===== src/rtl/io_bus_sequencer_pkg.sv =====
// Shared types and default timing for the I/O bus sequencer.
// State encodings are 3-bit so they match the I/O interface bench decode.
package io_bus_sequencer_pkg;

  typedef enum logic [2:0] {
    ST_IDLE   = 3'd0,
    ST_LOAD   = 3'd1,
    ST_SETUP  = 3'd2,
    ST_STROBE = 3'd3,
    ST_HOLD   = 3'd4,
    ST_DONE   = 3'd5
  } seq_state_t;

  localparam int DEF_SETUP_CYCLES  = 1;
  localparam int DEF_STROBE_CYCLES = 2;
  localparam int DEF_HOLD_CYCLES   = 1;
  localparam int DEF_CNT_W         = 4;

  typedef struct packed {
    logic busy;
    logic ack;
    logic err;
    logic rd_capture;
    logic address_ld_n;
    logic data_ld_n;
    logic idle_n;
    logic dir_out;
    logic word;
    logic select_dev;
    logic rd;
    logic wr;
  } bus_ctrl_t;

  function automatic bus_ctrl_t ctrl_idle();
    bus_ctrl_t c;
    c              = '0;
    c.address_ld_n = 1'b1;
    c.data_ld_n    = 1'b1;
    return c;
  endfunction

endpackage


===== src/rtl/io_bus_sequencer_if.sv =====
// CPU request / I/O interface control bundle for the sequencer.
// master = request source (CPU side), slave = the sequencer itself.
interface io_bus_sequencer_if;
  logic req;
  logic req_write;
  logic req_word;
  logic req_dev;
  logic req_addr0;
  logic busy;
  logic ack;
  logic err;
  logic rd_capture;
  logic address_ld_n;
  logic data_ld_n;
  logic idle_n;
  logic dir_out;
  logic word;
  logic select_dev;
  logic rd;
  logic wr;

  modport master (
    output req, req_write, req_word, req_dev, req_addr0,
    input  busy, ack, err, rd_capture, address_ld_n, data_ld_n,
           idle_n, dir_out, word, select_dev, rd, wr
  );

  modport slave (
    input  req, req_write, req_word, req_dev, req_addr0,
    output busy, ack, err, rd_capture, address_ld_n, data_ld_n,
           idle_n, dir_out, word, select_dev, rd, wr
  );
endinterface


===== src/rtl/io_wait_counter.sv =====
// Wait-state down-counter: synchronous load, decrement that saturates at 0,
// and a zero flag used by the sequencer to leave timed states.
module io_wait_counter #(
  parameter int CNT_W = 4
) (
  input  logic             clock,
  input  logic             reset,
  input  logic             load,
  input  logic [CNT_W-1:0] load_val,
  input  logic             dec,
  output logic [CNT_W-1:0] count,
  output logic             zero
);

  always_ff @(posedge clock or posedge reset) begin
    if (reset) begin
      count <= '0;
    end else if (load) begin
      count <= load_val;
    end else if (dec && (count != '0)) begin
      count <= count - 1'b1;
    end
  end

  assign zero = (count == '0);

endmodule


===== src/rtl/io_bus_sequencer.sv =====
// I/O bus sequencer: turns a one-cycle CPU request into the load / setup /
// strobe / hold control sequence with programmable wait states.
//
// state  | meaning
// IDLE   | waiting for req; unaligned word request answered with err
// LOAD   | address (and write-data) register load strobes
// SETUP  | bus driven, direction/size/space valid, no strobe yet
// STROBE | rd or wr asserted; rd_capture in the final read cycle
// HOLD   | strobe released, bus still driven
// DONE   | ack to CPU, bus released
module io_bus_sequencer
  import io_bus_sequencer_pkg::*;
#(
  parameter int SETUP_CYCLES  = DEF_SETUP_CYCLES,
  parameter int STROBE_CYCLES = DEF_STROBE_CYCLES,
  parameter int HOLD_CYCLES   = DEF_HOLD_CYCLES,
  parameter int CNT_W         = DEF_CNT_W
) (
  input logic            clock,
  input logic            reset,
  io_bus_sequencer_if.slave bus
);

  localparam logic [CNT_W-1:0] SETUP_LD  = CNT_W'(SETUP_CYCLES - 1);
  localparam logic [CNT_W-1:0] STROBE_LD = CNT_W'(STROBE_CYCLES - 1);
  localparam logic [CNT_W-1:0] HOLD_LD   = CNT_W'(HOLD_CYCLES - 1);
  localparam logic [CNT_W-1:0] CNT_ONE   = CNT_W'(1);

  seq_state_t       state_q, state_d;
  logic             write_q, word_q, dev_q;
  logic             write_n, word_n, dev_n;
  logic             accept, reject;
  logic             cnt_load, cnt_dec, cnt_zero;
  logic [CNT_W-1:0] cnt_val, cnt;
  logic             cnt_next_zero;
  bus_ctrl_t        ctrl_q, ctrl_d;

  io_wait_counter #(.CNT_W(CNT_W)) u_wait_counter (
    .clock    (clock),
    .reset    (reset),
    .load     (cnt_load),
    .load_val (cnt_val),
    .dec      (cnt_dec),
    .count    (cnt),
    .zero     (cnt_zero)
  );

  always_ff @(posedge clock or posedge reset) begin
    if (reset) begin
      state_q <= ST_IDLE;
      write_q <= 1'b0;
      word_q  <= 1'b0;
      dev_q   <= 1'b0;
      ctrl_q  <= ctrl_idle();
    end else begin
      state_q <= state_d;
      write_q <= write_n;
      word_q  <= word_n;
      dev_q   <= dev_n;
      ctrl_q  <= ctrl_d;
    end
  end

  always_comb begin
    state_d  = state_q;
    accept   = 1'b0;
    reject   = 1'b0;
    cnt_load = 1'b0;
    cnt_dec  = 1'b0;
    cnt_val  = '0;
    unique case (state_q)
      ST_IDLE: begin
        if (bus.req) begin
          if (bus.req_word && bus.req_addr0) begin
            reject = 1'b1;
          end else begin
            accept  = 1'b1;
            state_d = ST_LOAD;
          end
        end
      end
      ST_LOAD: begin
        state_d  = ST_SETUP;
        cnt_load = 1'b1;
        cnt_val  = SETUP_LD;
      end
      ST_SETUP: begin
        if (cnt_zero) begin
          state_d  = ST_STROBE;
          cnt_load = 1'b1;
          cnt_val  = STROBE_LD;
        end else begin
          cnt_dec = 1'b1;
        end
      end
      ST_STROBE: begin
        if (cnt_zero) begin
          state_d  = ST_HOLD;
          cnt_load = 1'b1;
          cnt_val  = HOLD_LD;
        end else begin
          cnt_dec = 1'b1;
        end
      end
      ST_HOLD: begin
        if (cnt_zero) begin
          state_d = ST_DONE;
        end else begin
          cnt_dec = 1'b1;
        end
      end
      ST_DONE: state_d = ST_IDLE;
      default: state_d = ST_IDLE;
    endcase
  end

  // Outputs are decoded from the next state and registered, so every pin is a flop.
  always_comb begin
    write_n = accept ? bus.req_write : write_q;
    word_n  = accept ? bus.req_word  : word_q;
    dev_n   = accept ? bus.req_dev   : dev_q;

    if (cnt_load)     cnt_next_zero = (cnt_val == '0);
    else if (cnt_dec) cnt_next_zero = (cnt == CNT_ONE);
    else              cnt_next_zero = cnt_zero;

    ctrl_d      = ctrl_idle();
    ctrl_d.busy = (state_d != ST_IDLE);
    ctrl_d.err  = reject;
    ctrl_d.ack  = (state_d == ST_DONE);
    if (state_d == ST_LOAD) begin
      ctrl_d.address_ld_n = 1'b0;
      ctrl_d.data_ld_n    = ~write_n;
    end
    if ((state_d == ST_SETUP) || (state_d == ST_STROBE) || (state_d == ST_HOLD)) begin
      ctrl_d.idle_n     = 1'b1;
      ctrl_d.dir_out    = write_n;
      ctrl_d.word       = word_n;
      ctrl_d.select_dev = dev_n;
    end
    if (state_d == ST_STROBE) begin
      ctrl_d.rd         = ~write_n;
      ctrl_d.wr         = write_n;
      ctrl_d.rd_capture = ~write_n & cnt_next_zero;
    end
  end

  assign bus.busy         = ctrl_q.busy;
  assign bus.ack          = ctrl_q.ack;
  assign bus.err          = ctrl_q.err;
  assign bus.rd_capture   = ctrl_q.rd_capture;
  assign bus.address_ld_n = ctrl_q.address_ld_n;
  assign bus.data_ld_n    = ctrl_q.data_ld_n;
  assign bus.idle_n       = ctrl_q.idle_n;
  assign bus.dir_out      = ctrl_q.dir_out;
  assign bus.word         = ctrl_q.word;
  assign bus.select_dev   = ctrl_q.select_dev;
  assign bus.rd           = ctrl_q.rd;
  assign bus.wr           = ctrl_q.wr;

endmodule


===== src/flat_wrapper.sv =====
// flat-port wrapper written by rule: the top's interface ports become plain ports
module io_bus_sequencer_flat import io_bus_sequencer_pkg::*;
#(
  parameter int SETUP_CYCLES  = DEF_SETUP_CYCLES,
  parameter int STROBE_CYCLES = DEF_STROBE_CYCLES,
  parameter int HOLD_CYCLES   = DEF_HOLD_CYCLES,
  parameter int CNT_W         = DEF_CNT_W
)
  (clock, reset, bus_req, bus_req_write, bus_req_word, bus_req_dev, bus_req_addr0, bus_busy, bus_ack, bus_err, bus_rd_capture, bus_address_ld_n, bus_data_ld_n, bus_idle_n, bus_dir_out, bus_word, bus_select_dev, bus_rd, bus_wr);
  io_bus_sequencer_if bus_i ();
  input logic clock;
  input logic reset;
  input wire logic [$bits(bus_i.req)-1:0] bus_req;
  input wire logic [$bits(bus_i.req_write)-1:0] bus_req_write;
  input wire logic [$bits(bus_i.req_word)-1:0] bus_req_word;
  input wire logic [$bits(bus_i.req_dev)-1:0] bus_req_dev;
  input wire logic [$bits(bus_i.req_addr0)-1:0] bus_req_addr0;
  output wire logic [$bits(bus_i.busy)-1:0] bus_busy;
  output wire logic [$bits(bus_i.ack)-1:0] bus_ack;
  output wire logic [$bits(bus_i.err)-1:0] bus_err;
  output wire logic [$bits(bus_i.rd_capture)-1:0] bus_rd_capture;
  output wire logic [$bits(bus_i.address_ld_n)-1:0] bus_address_ld_n;
  output wire logic [$bits(bus_i.data_ld_n)-1:0] bus_data_ld_n;
  output wire logic [$bits(bus_i.idle_n)-1:0] bus_idle_n;
  output wire logic [$bits(bus_i.dir_out)-1:0] bus_dir_out;
  output wire logic [$bits(bus_i.word)-1:0] bus_word;
  output wire logic [$bits(bus_i.select_dev)-1:0] bus_select_dev;
  output wire logic [$bits(bus_i.rd)-1:0] bus_rd;
  output wire logic [$bits(bus_i.wr)-1:0] bus_wr;
  assign bus_i.req = bus_req;
  assign bus_i.req_write = bus_req_write;
  assign bus_i.req_word = bus_req_word;
  assign bus_i.req_dev = bus_req_dev;
  assign bus_i.req_addr0 = bus_req_addr0;
  assign bus_busy = bus_i.busy;
  assign bus_ack = bus_i.ack;
  assign bus_err = bus_i.err;
  assign bus_rd_capture = bus_i.rd_capture;
  assign bus_address_ld_n = bus_i.address_ld_n;
  assign bus_data_ld_n = bus_i.data_ld_n;
  assign bus_idle_n = bus_i.idle_n;
  assign bus_dir_out = bus_i.dir_out;
  assign bus_word = bus_i.word;
  assign bus_select_dev = bus_i.select_dev;
  assign bus_rd = bus_i.rd;
  assign bus_wr = bus_i.wr;
  io_bus_sequencer #(.SETUP_CYCLES(SETUP_CYCLES), .STROBE_CYCLES(STROBE_CYCLES), .HOLD_CYCLES(HOLD_CYCLES), .CNT_W(CNT_W)) u_core (.clock(clock), .reset(reset), .bus(bus_i));
endmodule

===== config.mk =====
export PLATFORM = sky130hd
export DESIGN_NAME = io_bus_sequencer_flat
export DESIGN_NICKNAME = d
export VERILOG_FILES = /design/src/rtl/io_bus_sequencer_pkg.sv /design/src/rtl/io_bus_sequencer_if.sv /design/src/rtl/io_wait_counter.sv /design/src/rtl/io_bus_sequencer.sv /design/src/flat_wrapper.sv
export SDC_FILE = /design/constraint.sdc
export NUM_CORES = 1
export LEC_CHECK = 0
export CAP_MARGIN = 20
export CORE_MARGIN = 3
export CORE_UTILIZATION = 45
export DETAILED_ROUTE_END_ITERATION = 16
export HOLD_SLACK_MARGIN = 0.05
export PLACE_DENSITY = 0.7
export SLEW_MARGIN = 20
export SYNTH_ARGS = -nofsm -noshare
export SYNTH_HDL_FRONTEND = slang
export SYNTH_SLANG_ARGS = --single-unit

===== constraint.sdc =====
create_clock -name clock -period 2.2 [get_ports clock]
set_input_delay 0.44 -clock clock [delete_from_list [all_inputs] [get_ports clock]]
set_output_delay 0.44 -clock clock [all_outputs]
set_load 0.01 [all_outputs]

==> impl_metrics.yaml, run 1 <==
setup_path:
  worstPathArrival_ns: 2.06
  slowest_stage: "dfrtp_1"
  critPathMaxStageDelay_ns: 0.49
  cp-end-kind: "flip-flop"
  start_kind: "flip-flop"
  worst-path-buf-inv: 1
  crit_family: "simple AND/OR/NAND/NOR gates"
  crit_path_start: "u_core.u_wait_counter.count[0]"
  crit_path_cell_trace: "inv_1 -> ha_1 -> nor3b_2 -> xnor2_1 -> and4b_1"
  worstSetupPathType: "flip-flop to flip-flop"
  crit_required_ns: 2.40
  path_max_fanout: 9
  reg2reg_from: "u_core.u_wait_counter.count[0]"
layout:
  final_cells: 145
  drive_above_1_share_pct: 11.86
  syn_to_final_growth_pct: 25.63
  final_area_um2: 1319
  final_util_pct: 63.34
  finalNetCount: 128
  diodes: 0
synthesis:
  synth-async-reset-ratio_pct: 100.0
  synth_cell_types: 41
  avgSynthCellArea_um2: 10.71
  synth_top_cell_area_share_pct: 47.68
  yosys-top-cells-count: "20 x dfrtp_1, 8 x nand2_1, 6 x nor2_1, 5 x a21oi_1, 5 x inv_1"
  syn_area_um2: 1050
  synth_warnings: 0
  yosys_most_used_dff: "dfrtp_1"
  synth.most_common_cell: "dfrtp_1"
  yosys.area.top_type: "dfrtp_1"
  synthCells: 98
  synth_seq_cells: 22
  synth.area.top_cells: "dfrtp_1 48%, dfstp_2 5.0%, nand2_1 2.9%"
  seq_area_frac_synth_pct: 52.68
  synth_edf_count: 0
  syn_nets: 107
timing:
  drv_slew: 0
  fin_crit_sh_pct: 84.44
  clock.fmax_mhz: 538.3
  maxSlewHeadroom_pct: 67.72
  min_period_ns: 1.858
  holdWs_ns: 0.4598
  postLayoutSetupSlackWorst_ns: 0.3423
  finalSetupViolCount: 0
  finalClockSkew_ns: 0.004022
  tns_ns: 0
  worst_slew_pin_slew_ns: 0.4821
  hold_viol: 0
  rsz0062_at_grt: "no"
clock_tree:
  post_cts_buffers: 0
  clock_sinks: 22
  ctsResizeCount: 0
  h-tree-depth: 1
  numCtsBuffers: 3
  clk_latency_ns: 0.30
  hold_buffers: 0
  clock-root-buffer: "clkbuf_4"
  tritoncts: "done"
  cts.clk_slew.worst_paths_ns: 0.12
  clock_path_buffers: 2
power_and_ir_drop:
  finalPower_mw: 1.719
  powerDensity_nw_per_um2: 1303
  vdd.ir_drop.worst_uv: 963.1
  p_leak_nw: 0.5759
place:
  place_area_um2: 1266
  dpl_worst_slack_ns: 0.2916
  portBuffers: 18
  dp.cells: 141
  routabilityCongestion: 0.8073
route:
  dr.first_iter.drc_count: 18
  drt-vias-per-instance: 5.490
  wl_per_cell_um: 13.94
  drc: 0
  firstDrtPassIters: 4
  routed_wl_mm: 2.021
  antenna_left: 0
  vias: 796
floorplan:
  coreArea_um2: 2082
  io_pins: 19
  die_area_um2: 2948
  fp.dieH_um: 54.30
  rows: 16
  initial_core_util_pct: 50.42
  die_w_um: 54.30
grt:
  grt_antenna_before_repair: 0
  grt_overflow_total: 0
  grt_pass1_vias: 725
  grt_pass1_wl_mm: 3.470
  grt_max_degree: 23
  grt_usage_pct: 16.98
outcome:
  status: "complete, no violations"
job:
  max_cap_viol_count: 0
worst_hold_path:
  hp-class: "primary input to asynchronous set/reset pin"
flip-flops by register name, summed over array words and instances, names as in the netlist:
| register | flops |
|---|---|
| u_core.u_wait_counter.count | 4 |
| u_core.state_q | 3 |
| u_core.bus.ack | 1 |
| u_core.bus.address_ld_n | 1 |
| u_core.bus.busy | 1 |
| u_core.bus.data_ld_n | 1 |
| u_core.bus.dir_out | 1 |
| u_core.bus.err | 1 |
| u_core.bus.idle_n | 1 |
| u_core.bus.rd | 1 |
| u_core.bus.rd_capture | 1 |
| u_core.bus.select_dev | 1 |
| u_core.bus.word | 1 |
| u_core.bus.wr | 1 |
| u_core.dev_q | 1 |
| u_core.word_q | 1 |
| u_core.write_q | 1 |
cells in the final DEF (no fill, tap or decap), types with 2 or more instances in the layout:
| master | instances |
|---|---|
| clkdlybuf4s50_1 | 18 |
| inv_1 | 5 |
| nor2b_1 | 3 |
| or3b_1 | 2 |
| nand2_1 | 8 |
| nand3b_1 | 2 |
| a211oi_1 | 2 |
| nand2b_1 | 3 |
| dfstp_2 | 2 |
| clkbuf_4 | 3 |
| dfrtp_1 | 20 |
| and3_1 | 2 |
| ha_1 | 2 |
| a21o_1 | 2 |
| o32a_1 | 2 |
| nand3_1 | 3 |
| a21oi_1 | 5 |
| nor2_1 | 6 |
| buf_4 | 3 |
| a31oi_1 | 2 |
worst register-to-register path: stages, from the launching register on:
cell	delay [ns]
dfrtp_1	0.49
inv_1	0.09
ha_1	0.26
nor3b_2	0.47
xnor2_1	0.22
and4b_1	0.23
final timing paths:
check | end | slack, ns | depth (start not counted)
worst max-delay path | u_core.bus.rd | 0.34 | 5
worst min-delay path | u_core.write_q | 0.46 | 3
worst max register to register | u_core.bus.rd | 0.34 | 5
worst min register to register | u_core.word_q | 0.53 | 2
max in group asynchronous | u_core.bus.address_ld_n | 1.47 | 3
min in group clock | u_core.word_q | 0.53 | 2
routing by layer:
layer | global-route usage [%] | part of all wire (%)
met1 | 24.70 | 47
met3 | 5.722 | 6.9
met2 | 23.71 | 45
met5 | 0 | 0
met4 | 4.979 | 0.89
power breakdown:
part | internal, mW | leakage (nW) | switching (mW) | total, mW
clock network | 0.184 | 0.0279 | 0.115 | 0.299
registers | 0.549 | 0.269 | 0.143 | 0.692
logic | 0.383 | 0.279 | 0.345 | 0.728
cells by family (layout without fill, tap and decap cells):
kind of cell	count (synthesis)	in the layout	synth area share [%]
AOI/OAI and AO/OA	24	24	16.80
adders and majority gates	2	2	2.383
xor gates and xnor gates	2	2	1.669
DFF	22	22	52.68
buffers and inverters	10	30	3.694
and+or+nand+nor	38	38	22.76
area by class of cell:
class	instances	area [um2]
Clock buffer	3	22.52
Clock inverter	1	30.03
Fill cell	169	763.2
Inverter	5	18.77
Multi-Input combinational cell	66	457.9
Sequential cell	22	553.0
Tap cell	27	33.78
Timing Repair Buffer	21	202.7
Power figures use the tool's default switching activity.
==> run 2: changes to the inputs <==
--- a/config.mk
+++ b/config.mk
@@ -10,7 +10,7 @@
 export CORE_UTILIZATION = 45
 export DETAILED_ROUTE_END_ITERATION = 16
 export HOLD_SLACK_MARGIN = 0.05
-export PLACE_DENSITY = 0.7
+export PLACE_DENSITY = 0.73
 export SLEW_MARGIN = 20
 export SYNTH_ARGS = -nofsm -noshare
 export SYNTH_HDL_FRONTEND = slang
==> constraint.sdc (replaced) <==
create_clock -name clock -period 1.5 [get_ports clock]
set_input_delay 0.3 -clock clock [delete_from_list [all_inputs] [get_ports clock]]
set_output_delay 0.3 -clock clock [all_outputs]
set_load 0.01 [all_outputs]
==> impl_metrics.yaml, run 2 (synthesized netlist as in run 1, its figures left out) <==
clock_tree:
  post_cts_buffers: 0
  hold_buffers: 0
  clock_path_buffers: 2
  tritoncts: "done"
  clock-root-buffer: "clkbuf_4"
  clock_sinks: 22
  h-tree-depth: 1
  numCtsBuffers: 3
  clk_latency_ns: 0.31
  cts.clk_slew.worst_paths_ns: 0.11
floorplan:
  coreArea_um2: 2082
  initial_core_util_pct: 50.42
  die_area_um2: 2948
  rows: 16
  fp.dieH_um: 54.30
  io_pins: 19
  die_w_um: 54.30
setup_path:
  worstSetupPathType: "flip-flop to flip-flop"
  crit_required_ns: 1.76
  cp-end-kind: "flip-flop"
  path_max_fanout: 5
  worstPathArrival_ns: 1.74
  start_kind: "flip-flop"
power_and_ir_drop:
  p_leak_nw: 0.7459
  powerDensity_nw_per_um2: 1857
  vdd.ir_drop.worst_uv: 1189
  finalPower_mw: 2.774
timing:
  holdWs_ns: 0.3088
  drv_slew: 0
  fin_crit_sh_pct: 98.79
  rsz0062_at_grt: "yes"
  tns_ns: 0
  maxSlewHeadroom_pct: 74.43
  clock.fmax_mhz: 674.8
  finalSetupViolCount: 0
  finalClockSkew_ns: 0.0008163
  hold_viol: 0
  min_period_ns: 1.482
  worst_slew_pin_slew_ns: 0.3822
place:
  routabilityCongestion: 0.8446
  portBuffers: 18
  place_area_um2: 1381
  dp_hpwl_mm: 1.665
  dp.cells: 153
layout:
  final_area_um2: 1494
  final_common_cell: "dfrtp_1"
  drive_above_1_share_pct: 30.77
  final_cells: 157
  syn_to_final_growth_pct: 42.31
  top_register: "u_core.u_wait_counter.count"
  largest_reg_flops: 4
  diodes: 0
  finalNetCount: 140
  reg.largest.list: "u_core.u_wait_counter.count (4), u_core.state_q (3)"
  final_cell_mix: "19 x dfrtp_1, 14 x buf_4, 8 x nand2_1, 8 x dlymetal6s2s_1"
route:
  firstDrtPassIters: 4
  dr.first_iter.drc_count: 20
  antenna_left: 0
  wl_per_cell_um: 15.24
  vias: 874
  drc: 0
  routed_wl_mm: 2.392
  drt-vias-per-instance: 5.567
grt:
  grt_antenna_before_repair: 0
  grt_max_degree: 23
  grt_pass1_wl_mm: 3.822
  grt_usage_pct: 18.55
  grt_pass1_vias: 812
  grt_overflow_total: 0
worst_hold_path:
  hp-class: "primary input to asynchronous set/reset pin"
job:
  max_cap_viol_count: 0
outcome:
  status: "complete, no violations"
==> run 2: changes by cell type in the layout (fill, tap and decap cells not counted), moves of 4 or more <==
cell	previous run	this run
dlygate4sd2_1	0	4
buf_4	3	14
clkdlybuf4s50_1	18	6
dlymetal6s2s_1	0	8
==> run 2: final timing paths <==
check                                  start                    end  slack, ns  cells past startpoint
min                                    reset  u_core.bus.rd_capture       0.31                      3
max in group asynchronous              reset   u_core.bus.data_ld_n       0.92                      3
max                        u_core.state_q[2]          u_core.bus.rd       0.02                      3
max reg2reg                u_core.state_q[2]          u_core.bus.rd       0.02                      3
min in group clock              u_core.dev_q           u_core.dev_q       0.50                      2
min reg2reg                     u_core.dev_q           u_core.dev_q       0.50                      2
==> run 2: through the flow <==
step | utilization (%) | worst slack, ns
2_1_floorplan | - | -0.03542
3_3_place_gp | 66.35 | -0.2423
3_5_place_dp | 66.35 | -0.2669
4_1_cts | 68.39 | 0.001307
5_1_grt | 71.75 | -0.06685
6_report | 71.75 | 0.01818
==> run 2: repair_timing <==
item,in CTS,in global routing
endpoints found under the hold margin,0,0
gates resized for setup,8,18
endpoints found under the setup margin,9,20
pin swaps,0,5
==> run 2: worst max-delay path: stages (launching register included) <==
cell and delay [ns]:
dfrtp_1 0.45, or4b_4 0.61, o21ai_4 0.18, and4b_1 0.19
==> run 2: cell type report <==
cell class	instances	area [um2]
clock buffers	4	26.28
repair buffers	33	311.5
flip-flops and latches	22	554.3
fillers	160	588.1
multi-input cells	66	549.3
inverters	5	18.77
well taps	27	33.78
==> run 2: where the power goes <==
| part | leakage, nW | internal (mW) | switching, mW | total (mW) |
|---|---|---|---|---|
| clock | 0.0150 | 0.104 | 0.177 | 0.281 |
| sequential | 0.268 | 0.809 | 0.150 | 0.958 |
| combinational | 0.463 | 0.807 | 0.728 | 1.53 |
| total | 0.746 | 1.72 | 1.05 | 2.77 |
==> run 2: layer usage <==
metal  global-route usage, %  vias to the layer above  part of all wire, %
li1                        -                      419                    -
met1                   25.04                      426                   45
met2                   28.09                       20                   48
met3                   3.270                        9                  4.8
met4                   9.959                        0                  2.6
met5                       0                        -                    0
